==> src/rtl/pcie_framing_pkg.sv <==
// Shared Gen3 framing definitions: STP token layout, legal length bounds and
// the receive FSM state encoding.
package pcie_framing_pkg;

    localparam logic [3:0] STP_MARKER  = 4'hF;
    localparam int         MIN_LEN_DEF = 5;
    localparam int         MAX_LEN_DEF = 1031;

    typedef struct packed {
        logic [10:0] len;
        logic        fp;
        logic [3:0]  fcrc;
        logic [11:0] seq;
    } stp_token_t;

    typedef enum logic {
        ST_IDLE,
        ST_PAYLOAD
    } rx_state_e;

    // Byte0 is the first symbol on the wire; the marker nibble is checked by the caller.
    function automatic stp_token_t stp_unpack(input logic [31:0] dw);
        stp_token_t t;
        t.len  = {dw[14:8], dw[7:4]};
        t.fp   = dw[15];
        t.fcrc = dw[19:16];
        t.seq  = {dw[23:20], dw[31:24]};
        return t;
    endfunction

endpackage

==> src/rtl/stp_framing_rx_if.sv <==
// Symbol-stream input and delimited TLP output of the Gen3 framing receiver.
interface stp_framing_rx_if #(
    parameter int CNT_W = 16
);
    logic [31:0]      rx_data;
    logic             rx_valid;
    logic             rx_flush;
    logic [31:0]      out_data;
    logic             out_valid;
    logic             out_sop;
    logic             out_eop;
    logic [11:0]      out_seq;
    logic             out_abort;
    logic             err_fcrc;
    logic             err_fp;
    logic             err_len;
    logic             err_unexp;
    logic [CNT_W-1:0] good_cnt;

    modport master (
        output rx_data, rx_valid, rx_flush,
        input  out_data, out_valid, out_sop, out_eop, out_seq, out_abort,
        input  err_fcrc, err_fp, err_len, err_unexp, good_cnt
    );

    modport slave (
        input  rx_data, rx_valid, rx_flush,
        output out_data, out_valid, out_sop, out_eop, out_seq, out_abort,
        output err_fcrc, err_fp, err_len, err_unexp, good_cnt
    );
endinterface

==> src/rtl/stp_fcrc_calc.sv <==
// Frame CRC and frame parity over the 11-bit STP Length; shared with the TX token generator.
module stp_fcrc_calc (
    input  logic [10:0] len_i,
    output logic [3:0]  fcrc_o,
    output logic        fp_o
);
    assign fcrc_o[0] = len_i[10] ^ len_i[7] ^ len_i[6] ^ len_i[4] ^ len_i[2] ^ len_i[1] ^ len_i[0];
    assign fcrc_o[1] = len_i[10] ^ len_i[9] ^ len_i[7] ^ len_i[5] ^ len_i[4] ^ len_i[3] ^ len_i[2];
    assign fcrc_o[2] = len_i[9]  ^ len_i[8] ^ len_i[6] ^ len_i[4] ^ len_i[3] ^ len_i[2] ^ len_i[1];
    assign fcrc_o[3] = len_i[8]  ^ len_i[7] ^ len_i[5] ^ len_i[3] ^ len_i[2] ^ len_i[1] ^ len_i[0];
    assign fp_o      = len_i[10] ^ len_i[9] ^ len_i[8] ^ len_i[6] ^ len_i[5] ^ len_i[2] ^ len_i[0];
endmodule

==> src/rtl/stp_framing_rx.sv <==
// Gen3 receive framing: validates STP tokens, then delimits and forwards the
// TLP dwords that follow with sop/eop and the latched sequence number.
module stp_framing_rx
    import pcie_framing_pkg::*;
#(
    parameter int MIN_LEN = MIN_LEN_DEF,
    parameter int MAX_LEN = MAX_LEN_DEF,
    parameter int CNT_W   = 16
) (
    input  logic            clk,
    input  logic            rst_n,
    stp_framing_rx_if.slave bus
);
    localparam logic [10:0] MIN_L = 11'(MIN_LEN);
    localparam logic [10:0] MAX_L = 11'(MAX_LEN);

    stp_token_t tok;
    logic [3:0] fcrc_calc;
    logic       fp_calc;
    logic       is_idl, is_stp, fcrc_bad, fp_bad, len_bad, tok_bad;

    assign tok = stp_unpack(bus.rx_data);

    stp_fcrc_calc u_fcrc (
        .len_i  (tok.len),
        .fcrc_o (fcrc_calc),
        .fp_o   (fp_calc)
    );

    assign is_idl   = (bus.rx_data == 32'h0);
    assign is_stp   = (bus.rx_data[3:0] == STP_MARKER);
    assign fcrc_bad = (tok.fcrc != fcrc_calc);
    assign fp_bad   = (tok.fp != fp_calc);
    assign len_bad  = (tok.len < MIN_L) || (tok.len > MAX_L);
    assign tok_bad  = fcrc_bad || fp_bad || len_bad;

    rx_state_e        state_q;
    logic [10:0]      remaining_q;
    logic [11:0]      seq_q;
    logic             sop_pend_q;
    logic [31:0]      out_data_q;
    logic             out_valid_q, out_sop_q, out_eop_q, out_abort_q;
    logic [11:0]      out_seq_q;
    logic             err_fcrc_q, err_fp_q, err_len_q, err_unexp_q;
    logic [CNT_W-1:0] good_cnt_q, good_cnt_d;

    // Saturate instead of wrapping so a long-running link never reports a small count.
    assign good_cnt_d = (&good_cnt_q) ? good_cnt_q : good_cnt_q + CNT_W'(1);

    // NOTE: sequential state uses non-blocking assignments only, so every read in
    // this block sees the pre-edge value regardless of statement order.
    always_ff @(posedge clk or negedge rst_n) begin
        if (!rst_n) begin
            state_q     <= ST_IDLE;
            remaining_q <= '0;
            seq_q       <= '0;
            sop_pend_q  <= 1'b0;
            out_data_q  <= '0;
            out_valid_q <= 1'b0;
            out_sop_q   <= 1'b0;
            out_eop_q   <= 1'b0;
            out_seq_q   <= '0;
            out_abort_q <= 1'b0;
            err_fcrc_q  <= 1'b0;
            err_fp_q    <= 1'b0;
            err_len_q   <= 1'b0;
            err_unexp_q <= 1'b0;
            good_cnt_q  <= '0;
        end else begin
            // All outputs are single-beat responses; they drop to zero unless set below.
            out_data_q  <= '0;
            out_valid_q <= 1'b0;
            out_sop_q   <= 1'b0;
            out_eop_q   <= 1'b0;
            out_seq_q   <= '0;
            out_abort_q <= 1'b0;
            err_fcrc_q  <= 1'b0;
            err_fp_q    <= 1'b0;
            err_len_q   <= 1'b0;
            err_unexp_q <= 1'b0;

            if (bus.rx_flush) begin
                out_abort_q <= (state_q == ST_PAYLOAD);
                state_q     <= ST_IDLE;
                remaining_q <= '0;
            end else if (bus.rx_valid) begin
                case (state_q)
                    ST_IDLE: begin
                        if (is_stp) begin
                            err_fcrc_q <= fcrc_bad;
                            err_fp_q   <= fp_bad;
                            err_len_q  <= len_bad;
                            if (!tok_bad) begin
                                seq_q       <= tok.seq;
                                remaining_q <= tok.len - 11'd1;
                                sop_pend_q  <= 1'b1;
                                state_q     <= ST_PAYLOAD;
                            end
                        end else if (!is_idl) begin
                            err_unexp_q <= 1'b1;
                        end
                    end
                    ST_PAYLOAD: begin
                        out_valid_q <= 1'b1;
                        out_data_q  <= bus.rx_data;
                        out_seq_q   <= seq_q;
                        out_sop_q   <= sop_pend_q;
                        sop_pend_q  <= 1'b0;
                        remaining_q <= remaining_q - 11'd1;
                        if (remaining_q == 11'd1) begin
                            out_eop_q  <= 1'b1;
                            good_cnt_q <= good_cnt_d;
                            state_q    <= ST_IDLE;
                        end
                    end
                endcase
            end
        end
    end

    assign bus.out_data  = out_data_q;
    assign bus.out_valid = out_valid_q;
    assign bus.out_sop   = out_sop_q;
    assign bus.out_eop   = out_eop_q;
    assign bus.out_seq   = out_seq_q;
    assign bus.out_abort = out_abort_q;
    assign bus.err_fcrc  = err_fcrc_q;
    assign bus.err_fp    = err_fp_q;
    assign bus.err_len   = err_len_q;
    assign bus.err_unexp = err_unexp_q;
    assign bus.good_cnt  = good_cnt_q;

endmodule
==> src/flat_wrapper.sv <==
// flat-port wrapper written by rule: the top's interface ports become plain ports
module stp_framing_rx_flat import pcie_framing_pkg::*;
#(
    parameter int MIN_LEN = MIN_LEN_DEF,
    parameter int MAX_LEN = MAX_LEN_DEF,
    parameter int CNT_W   = 16
)
  (clk, rst_n, bus_rx_data, bus_rx_valid, bus_rx_flush, bus_out_data, bus_out_valid, bus_out_sop, bus_out_eop, bus_out_seq, bus_out_abort, bus_err_fcrc, bus_err_fp, bus_err_len, bus_err_unexp, bus_good_cnt);
  stp_framing_rx_if #(.CNT_W(CNT_W)) bus_i ();
  input  logic clk;
  input  logic rst_n;
  input wire logic [$bits(bus_i.rx_data)-1:0] bus_rx_data;
  input wire logic [$bits(bus_i.rx_valid)-1:0] bus_rx_valid;
  input wire logic [$bits(bus_i.rx_flush)-1:0] bus_rx_flush;
  output wire logic [$bits(bus_i.out_data)-1:0] bus_out_data;
  output wire logic [$bits(bus_i.out_valid)-1:0] bus_out_valid;
  output wire logic [$bits(bus_i.out_sop)-1:0] bus_out_sop;
  output wire logic [$bits(bus_i.out_eop)-1:0] bus_out_eop;
  output wire logic [$bits(bus_i.out_seq)-1:0] bus_out_seq;
  output wire logic [$bits(bus_i.out_abort)-1:0] bus_out_abort;
  output wire logic [$bits(bus_i.err_fcrc)-1:0] bus_err_fcrc;
  output wire logic [$bits(bus_i.err_fp)-1:0] bus_err_fp;
  output wire logic [$bits(bus_i.err_len)-1:0] bus_err_len;
  output wire logic [$bits(bus_i.err_unexp)-1:0] bus_err_unexp;
  output wire logic [$bits(bus_i.good_cnt)-1:0] bus_good_cnt;
  assign bus_i.rx_data = bus_rx_data;
  assign bus_i.rx_valid = bus_rx_valid;
  assign bus_i.rx_flush = bus_rx_flush;
  assign bus_out_data = bus_i.out_data;
  assign bus_out_valid = bus_i.out_valid;
  assign bus_out_sop = bus_i.out_sop;
  assign bus_out_eop = bus_i.out_eop;
  assign bus_out_seq = bus_i.out_seq;
  assign bus_out_abort = bus_i.out_abort;
  assign bus_err_fcrc = bus_i.err_fcrc;
  assign bus_err_fp = bus_i.err_fp;
  assign bus_err_len = bus_i.err_len;
  assign bus_err_unexp = bus_i.err_unexp;
  assign bus_good_cnt = bus_i.good_cnt;
  stp_framing_rx #(.MIN_LEN(MIN_LEN), .MAX_LEN(MAX_LEN), .CNT_W(CNT_W)) u_core (.clk(clk), .rst_n(rst_n), .bus(bus_i));
endmodule
==> config.mk <==
export PLATFORM = sky130hd
export DESIGN_NAME = stp_framing_rx_flat
export DESIGN_NICKNAME = d
export VERILOG_FILES = /design/src/rtl/pcie_framing_pkg.sv /design/src/rtl/stp_framing_rx_if.sv /design/src/rtl/stp_fcrc_calc.sv /design/src/rtl/stp_framing_rx.sv /design/src/flat_wrapper.sv
export SDC_FILE = /design/constraint.sdc
export NUM_CORES = 1
export LEC_CHECK = 0
export ABC_AREA = 1
export BUFFER_PORTS_ARGS = -buffer_cell sky130_fd_sc_hd__buf_2
export CAP_MARGIN = 20
export CORE_MARGIN = 4
export CORE_UTILIZATION = 55
export DETAILED_ROUTE_END_ITERATION = 16
export GPL_ROUTABILITY_DRIVEN = 0
export PLACE_DENSITY_LB_ADDON = 0.05
export SYNTH_ARGS = -nofsm -noshare
export SYNTH_HDL_FRONTEND = slang
export SYNTH_HIERARCHICAL = 1
export SYNTH_SLANG_ARGS = --single-unit
export TNS_END_PERCENT = 5
==> constraint.sdc <==
create_clock -name clk -period 1.79 [get_ports clk]
set_input_delay 0.2685 -clock clk [delete_from_list [all_inputs] [get_ports clk]]
set_output_delay 0.2685 -clock clk [all_outputs]
set_load 0.1 [all_outputs]
==> After elaboration in Yosys (flattened, before gate mapping) <==
Cells that the tools add are included.
W data, S select, Z words.
{ "totals": {"ff_bits": 93, "latchBits": 0, "ram_bits": 0, "mem_bits_ro": 0, "inputBits": 36, "out_inout_bits": 68, "elab_cells": 119, "n_memories": 0} }
{ "classes": {"add_sub_neg": 3, "multipliers": 0, "n_div": 0, "magnitude_cmp": 2, "n_eq_ne": 8, "n_shift": 0, "mux": 48, "bitwise": 33, "reduce_logical": 10} }
{ "op_table": {"columns": ["op", "count"], "rows": [
  ["$mux W32", 3],
  ["$mux W11", 4],
  ["$mux W12", 3],
  ["$mux W1", 35],
  ["$logic_not A32 Y1", 1],
  ["$xor A1 B1 Y1", 29],
  ["$pmux W11 S2", 1],
  ["$sub A11 B1 Y11 const B", 2],
  ["$add A16 B1 Y16 const B", 1],
  ["$reduce_and A16 Y1", 1],
  ["$eq A11 B1 Y1 const B", 1],
  ["$gt A11 B11 Y1 const B", 1],
  ["$lt A11 B3 Y1 const B", 1],
  ["$reduce_and A5 Y1", 2],
  ["$eq A4 B4 Y1 const B", 1],
  ["$ne A4 B4 Y1", 1],
  ["$not A1 Y1", 4],
  ["$pmux W1 S2", 2],
  ["$reduce_and A4 Y1", 1],
  ["$logic_or A1 B1 Y1", 3],
  ["$ne A3 B2 Y1 const B", 1],
  ["$ne A3 B3 Y1 const B", 1],
  ["$reduce_and A3 Y1", 1],
  ["$ne A2 B1 Y1 const B", 1],
  ["other kinds (3)", 3]
]} }

==> Longest topological paths before layout <==
Gate-level depths: netlist of run 1.
{ "depth": {"depth_word": 14, "mapped_depth": 21, "depth_no_buf": 19} }

==> Hierarchy <==
Netlist of run 1, hierarchy kept.
{ "modules_own_cells": {"columns": ["module", "n_inst", "cells_each", "area_each_um2", "seq_area_each_um2"], "rows": [
  ["stp_framing_rx", 1, 530, 4465.5, 2327.2],
  ["stp_fcrc_calc", 1, 105, 440.4, 0.0]
]} }

==> Least setup slack after synthesis of run 1 <==
Ideal clock, no wire load.
{ "synth_timing": {"path_type": "flip-flop to flip-flop", "startpoint": "register u_core.good_cnt_q[0], in the netlist u_core/bus.good_cnt[0]", "endpoint": "register u_core.good_cnt_q[14], in the netlist u_core/bus.good_cnt[14]", "arrival_ns": 2.273, "path_slack_ns": -0.558, "stages_incl_launch_ff": 11, "path_buffers": 1, "path_cell_list": "dfrtp_1 > ha_1 > nand3_1 > nor2_1 > nand3_1 > nand3_1 > nor2_4 > nand2_2 > buf_4 > nand2_1 > o21ai_2"} }
{ "synth_via": {"elab_chain_cells": 3, "elab_cells_between_ends": 4, "cone_classes": "1 x add/sub; 1 x bitwise; 2 x reduce/logical"} }
{ "synth_rtl": {"columns": ["element", "line", "rtl"], "rows": [
  ["start: declaration", "stp_framing_rx.sv:45", "logic [CNT_W-1:0] good_cnt_q, good_cnt_d;"],
  ["start signal: assignment", "stp_framing_rx.sv:112", "good_cnt_q <= good_cnt_d;"],
  ["parallel branches: the longest is 3 deep, another holds $add A16 B1 Y16", null, null]
]} }
Several ways; the timed one is not identified.
A chain may end at the register's enable or synchronous reset.

==> Final worst setup path of run 1 <==
{ "layout_timing": {"startpoint": "input bus_rx_data[6]", "endpoint": "register u_core.seq_q[0]"} }
{ "layout_via": {"elab_cells_between_ends": 20, "cone_classes": "2 x order compare; 2 x eq/ne; 12 x bitwise; 4 x reduce/logical"} }
{ "layout_rtl": {"columns": ["element", "line", "rtl"], "rows": [
  ["start: declaration", "flat_wrapper.sv:12", "input wire logic [$bits(bus_i.rx_data)-1:0] bus_rx_data;"],
  ["$xor A1 B1 Y1", "stp_fcrc_calc.sv:8", "assign fcrc_o[1] = len_i[10] ^ len_i[9] ^ len_i[7] ^ len_i[5] ^ len_i[4] ^ len_i[3] ^ len_i[2];"],
  ["net u_core.fcrc_calc[1]", "stp_framing_rx.sv:18", "logic [3:0] fcrc_calc;"],
  ["$ne A4 B4 Y1", "stp_framing_rx.sv:32", "assign fcrc_bad = (tok.fcrc != fcrc_calc);"],
  ["$logic_or A1 B1 Y1 (2 in a row)", "stp_framing_rx.sv:35", "assign tok_bad = fcrc_bad || fp_bad || len_bad;"],
  ["$not A1 Y1 (no line)", null, null],
  ["$reduce_and A5 Y1 (no line)", null, null],
  ["end signal: assignment", "stp_framing_rx.sv:94", "seq_q <= tok.seq;"],
  ["end: declaration", "stp_framing_rx.sv:39", "logic [11:0] seq_q;"]
]} }
The timed path passes the listed nets, and every way through them passes these cells.

==> reports/results.ini, run 1 <==
[route]
wl_per_cell_um = 14.4
drc = 0
totalWireLength_um = 12800
drt-initial-drc-count = 194
ant_nets = 0
drtPass1Iterations = 5
vias = 4627
viasPerCell = 5.20

[cells_and_area]
diodes = 0
finalNonFillerCells = 889
final_util = 0.729
area_delta_synth_final_pct = 29.7
final_nets = 818
fill_cells = 684
drive_gt1_frac = 0.344

[status]
status = complete, but fails checks
violations = setup timing

[power]
report.power.total_w = 0.00404
ir_worst_vdd_mv = 0.367
leakagePower_nw = 3.58
power_density_mw_per_mm2 = 635

[yosys]
synth_top_cell_by_area = dfrtp_1
synth-simple-area-share = 0.341
ys_top_cells_by_count = nand2_1, dfrtp_1, nor2_1
synthArstFlopShare = 1.00
ys_seq_area_frac = 0.474
synth.area.mux_share = 0
synth_ff_type = dfrtp_1
synth_area_sq_mm = 0.00491
synth.top_cell.area_share = 0.474
netlist_instances = 635
synth_nets = 677
synth_top_family_by_area = simple AND/OR/NAND/NOR gates
ys_warn_count = 6
synth_edf_count = 0
synth_area_leaders = dfrtp_1, nand2_1, nor2_1
synthAdderAreaFrac = 0.0153
synth.most_common_cell = nand2_1
synthXorXnorAreaFrac = 0.0411
synth.avg_cell_area_sq_um = 7.73
synth_compound_area_frac = 0.0403
ys_ff_latch = 93
synth.distinct_cells = 36

[sta]
timing.final.crit_period_ns = 1.80
setup_viol = 2
tightest_slew_ns = 0.517
finalWorstSetupSlack_ns = -0.0103
maxSlewHeadroom = 0.657
max_freq_mhz = 555
tns_ns = -0.0172
min_period_over_period = 1.01
clock_skew_ns = 0.00842
finalMaxSlewViolations = 0
hold_viol = 0
rsz0062_at_grt = true

[floorplanning]
boundaryPins = 104
die-area_sq_mm = 0.0105
dieHeight_um = 102
die_width_um = 102
rows = 34
core_sq_mm = 0.00872
start_util = 0.563

[clock_tree]
path_clk_slew_ns = 0.09
cts-root-buf = clkbuf_8
cts_tree = done
cts_buffers = 9
htreeDepth = 3
cts_buffer_depth = 2
clk_latency_ns = 0.36
clock_sinks = 93

[critical_path]
crit_slowest_cell = clkbuf_16
worstSetupEndpointType = flip-flop
crit_type = in -> reg
worst-path-buf-inv = 5
critical_path.startpoint_type = primary input
cp_data_arrival_time_ns = 2.04
reg2reg_slack_ns = 0.10
cp.required_ns = 2.03
crit_family = simple AND/OR/NAND/NOR gates
cpPeakStageDelay_ns = 0.23
crit_chain = buf_12 -> buf_4 -> nand2_1 -> nand3_2 -> nand2_2 -> nand3_1 -> nand2_1 -> inv_1 -> nand2_1 -> nand2_1 -> nor2_2 -> nand2_1 -> nor2_2 -> buf_4 -> nand4_4 -> clkbuf_16 -> nand2_2 -> o21ai_1
path_max_fanout = 8
crit_top_cell = nand2_1

[global_routing]
grt.overflow.total = 0
met3_usage = 0.0457
grt_pass1_wl_um = 19500
grt_start_max_net_pins = 46
use_met2 = 0.389
antenna_found_initial = 0
grt_pass1_vias = 4272
busiest_layer = met2
globalRouteMet1Util = 0.310
track_usage = 0.233

[flow_run]
max_cap_violations = 0

[placed_design]
io_buffer_count = 103
dp.cells = 868
dpl.hpwl_um = 9050

[worst_hold_path]
hp-class = in -> reg

state kept, by name, summed over array words and instances (netlist names), 11 cells and up:
name and flops:
u_core/bus.out_seq 12, u_core/bus.out_data 32, u_core/bus.good_cnt 16, u_core/remaining_q 11, u_core/seq_q 12
power by group:
part	internal [W]	switching, W	leakage [nW]
Combinational	0.000210	0.000333	2.21
Clock	0.000647	0.000735	0.100
Sequential	0.00211	0.00000694	1.27
Total	0.00297	0.00108	3.58
cells by family after synthesis:
| family | after synthesis |
|---|---|
| compound gates | 37 |
| buf+inv | 107 |
| xor+xnor | 23 |
| fa+ha+maj | 6 |
| simple gates | 369 |
| flops | 93 |
placed cells by master (no fill, tap or decap), types with 6 or more instances in the layout:
cell	netlist	layout
nand3_2	1	6
nand2_4	3	9
o21ai_2	2	8
nand3_1	57	52
buf_2	2	93
nand4_1	21	21
inv_2	6	14
xor2_1	12	11
buf_12	0	6
buf_6	2	6
inv_1	86	76
dfrtp_1	93	79
clkbuf_8	0	9
dfrtp_2	0	12
buf_4	3	35
xnor2_1	11	9
nor2_2	9	15
o21ai_0	19	9
nand2_1	172	143
o21ai_1	4	8
nand2_2	3	26
a21oi_1	10	10
nor2_1	88	81
layer usage:
metal	share of wire	wire length, um
met5	0	0
met4	0.016	199
met3	0.062	800
met1	0.42	5370
met2	0.50	6440
cell type report:
class,count,area [sq um],share of cell area
Multi-Input combinational cell,435,2350,0.369
Tap cell,108,135,0.0212
Sequential cell,93,2350,0.369
Clock inverter,6,62.6,0.00983
Inverter,93,357,0.0561
Clock buffer,10,128,0.0201
Timing Repair Buffer,144,983,0.155
path summary, 6_finish.rpt:
kind                                                    start                             endpoint  depth (start not counted)
max                                            bus_rx_data[6]          u_core/seq_q[0]$_DFFE_PN0P_                         18
min                                              bus_rx_flush       u_core/bus.out_abort$_DFF_PN0_                          3
max reg2reg                u_core/bus.good_cnt[0]$_DFFE_PN0P_  u_core/bus.good_cnt[10]$_DFFE_PN0P_                          9
min reg2reg                       u_core/seq_q[5]$_DFFE_PN0P_          u_core/seq_q[5]$_DFFE_PN0P_                          2
max in group asynchronous                               rst_n    u_core/bus.out_data[14]$_DFF_PN0_                          3
min in group asynchronous                               rst_n    u_core/bus.out_data[26]$_DFF_PN0_                          2
through the flow:
step / hold WS (ns) / setup WS (ns) / instance area (sq um)
6_report: 0.140 / -0.0103 / 6360
5_1_grt: 0.140 / -0.157 / 6360
4_1_cts: 0.130 / 0.0116 / 6050
3_5_place_dp: 0.214 / -0.434 / 5840
3_3_place_gp: 0.205 / -0.341 / 5840
2_1_floorplan: -0.0271 / -0.111 / 4950
worst reg2reg max path: stages, from the launching register on:
cell and delay [ns]:
dfrtp_4 0.45, ha_2 0.24, nand3_2 0.15, nor2_2 0.18, nand3_1 0.10, nand3_1 0.13, nor2_4 0.06, buf_4 0.16
nand3_1 0.07, nand2_1 0.06
repair_timing:
item | 4_1_cts | 5_1_grt
pin swaps | 0 | 25
buffers inserted | 0 | 1
gates cloned | 0 | 3
setup endpoints to repair | 11 | 35
hold endpoints to repair | 24 | 0
resized for setup | 2 | 100
hold buffers | 1 | 0
Note: power is estimated with default switching activity, not from simulation.
==> run 2, diff against run 1 <==
MAX_ROUTING_LAYER = met4   (was not set)
==> run 2 against run 1 <==
Against the previous run:
- the flow still finishes with violations (setup timing)
- cell area is the same
- sequential share of layout area is the same
- critical path depth is the same
- global-route usage grew 0.75 points
- utilization is the same
- critical endpoint unchanged
- clock power is essentially flat
- sequential power is essentially flat
- register-to-register slack is essentially flat
- worst setup slack lost 0.0039 ns
- clock-buffer cell count is the same
- largest cell class unchanged
==> reports/results.ini, run 2 (synthesis gave the netlist of run 1 again) <==
[status]
status = complete, but fails checks
violations = setup timing

[clock_tree]
path_clk_slew_ns = 0.09  ; about the same
cts_buffer_depth = 2  ; unchanged
cts_tree = done
clk_latency_ns = 0.35  ; about the same
htreeDepth = 3  ; unchanged
cts-root-buf = clkbuf_8
cts_buffers = 9  ; unchanged
clock_sinks = 93  ; unchanged

[sta]
min_period_over_period = 1.01  ; +0.00217
max_freq_mhz = 554  ; -0.22%
setup_viol = 3  ; +1
clock_skew_ns = 0.00963  ; +0.00120 ns
finalMaxSlewViolations = 0  ; unchanged
hold_viol = 0  ; unchanged
tns_ns = -0.0208  ; -0.00354 ns
rsz0062_at_grt = true
finalWorstSetupSlack_ns = -0.0141  ; -0.00388 ns
tightest_slew_ns = 0.517  ; +0.00000876 ns
maxSlewHeadroom = 0.657  ; about the same
timing.final.crit_period_ns = 1.80  ; +0.00388 ns

[placed_design]
dpl.hpwl_um = 9050  ; unchanged
io_buffer_count = 103  ; unchanged

[global_routing]
grt.overflow.total = 0  ; unchanged
antenna_found_initial = 0  ; unchanged
track_usage = 0.241  ; +0.00749
grt_start_max_net_pins = 46  ; unchanged
grt_pass1_vias = 4271  ; -0.023%
grt_pass1_wl_um = 19500  ; +0.14%

[route]
wl_per_cell_um = 14.4  ; -0.14%
drt-initial-drc-count = 205  ; +5.7%
totalWireLength_um = 12800  ; -0.14%
drtPass1Iterations = 4  ; -1
vias = 4617  ; -0.22%
ant_nets = 0  ; unchanged
drc = 0  ; unchanged
viasPerCell = 5.19  ; -0.22%

[cells_and_area]
largest_reg_flops = 32  ; unchanged
area_delta_synth_final_pct = 29.7  ; unchanged
diodes = 0  ; unchanged
drive_gt1_frac = 0.344  ; unchanged
mostFrequentLayoutCells = nand2_1, buf_2, nor2_1
final_util = 0.729  ; unchanged
final_nets = 818  ; unchanged
final_common_cell = nand2_1

[worst_hold_path]
hp-class = in -> reg
whs_path_depth = 3  ; unchanged

[floorplanning]
boundaryPins = 104  ; unchanged
die_width_um = 102  ; unchanged
dieHeight_um = 102  ; unchanged
start_util = 0.563  ; unchanged
core_sq_mm = 0.00872  ; unchanged
die-area_sq_mm = 0.0105  ; unchanged
rows = 34  ; unchanged

[critical_path]
path_max_fanout = 8  ; unchanged
ff2ff_path_depth = 9  ; unchanged
critical_path.startpoint_type = primary input
worstSetupEndpointType = flip-flop
cp_data_arrival_time_ns = 2.04  ; about the same
cp.required_ns = 2.03  ; about the same
crit_type = in -> reg

[power]
ir_worst_vdd_mv = 0.368  ; +0.17%
leakagePower_nw = 3.58  ; unchanged
power_density_mw_per_mm2 = 635  ; about the same

[flow_run]
max_cap_violations = 0  ; unchanged

run 2: cell type report:
class	count	area, sq um
clock buffer	10	128
clock inverter	6	62.6
fill	684	2360
inverter	93	357
multi-input combinational	435	2350
sequential	93	2350
tap	108	135
timing repair buffer	144	983
run 2: path summary, 6_finish.rpt:
| check | from | end | slack [ns] |
|---|---|---|---|
| worst max register to register | u_core/bus.good_cnt[0]$_DFFE_PN0P_ | u_core/bus.good_cnt[10]$_DFFE_PN0P_ | 0.10 |
| max in group asynchronous | rst_n | u_core/bus.out_data[14]$_DFF_PN0_ | 0.92 |
| worst max-delay path | bus_rx_data[6] | u_core/seq_q[0]$_DFFE_PN0P_ | -0.01 |
| worst min register to register | u_core/sop_pend_q$_DFFE_PN0P_ | u_core/sop_pend_q$_DFFE_PN0P_ | 0.50 |
| min in group asynchronous | rst_n | u_core/bus.out_data[26]$_DFF_PN0_ | 0.36 |
| worst min-delay path | bus_rx_flush | u_core/bus.out_abort$_DFF_PN0_ | 0.14 |
run 2: power breakdown:
group / switching, W / internal (W) / leakage, nW
clock network: 0.000732 / 0.000647 / 0.100
registers: 0.00000683 / 0.00211 / 1.27
logic: 0.000334 / 0.000210 / 2.21
total: 0.00107 / 0.00297 / 3.58
run 2: repair_timing:
action	4_1_cts	5_1_grt
pin swaps	0	25
gates cloned	0	3
hold buffers	1	0
gates resized for setup	2	100
setup buffers	0	1
endpoints found under the setup margin	11	35
endpoints found under the hold margin	24	0
run 2: worst max-delay path, cell delays in order:
cell	delay, ns
buf_12	0.12
buf_4	0.13
nand2_1	0.08
nand3_2	0.10
nand2_2	0.08
nand3_1	0.06
nand2_1	0.09
inv_1	0.04
nand2_1	0.04
nand2_1	0.07
nor2_2	0.13
nand2_1	0.07
nor2_2	0.12
buf_4	0.14
nand4_4	0.15
clkbuf_16	0.23
nand2_2	0.05
o21ai_1	0.06
run 2: through the flow:
stage	cell area [sq um]	power, W	hold slack, ns	setup slack (ns)	cells
detailed placement	5840	0.00262	0.214	-0.434	868
global placement	5840	0.00261	0.205	-0.341	868
global route	6360	0.00422	0.140	-0.155	889
floorplan	4950	0.00240	-0.0271	-0.111	635
CTS	6050	0.00399	0.130	0.0116	885
finish	6360	0.00404	0.144	-0.0141	889
run 2: per-layer routing:
metal  routed length, um  up-vias  GRT usage
met5                   0        -          -
met4                 191        0     0.0666
met3                 729       17     0.0444
met2                6430      139      0.388
met1                5440     2195      0.313
li1                    -     2266          -
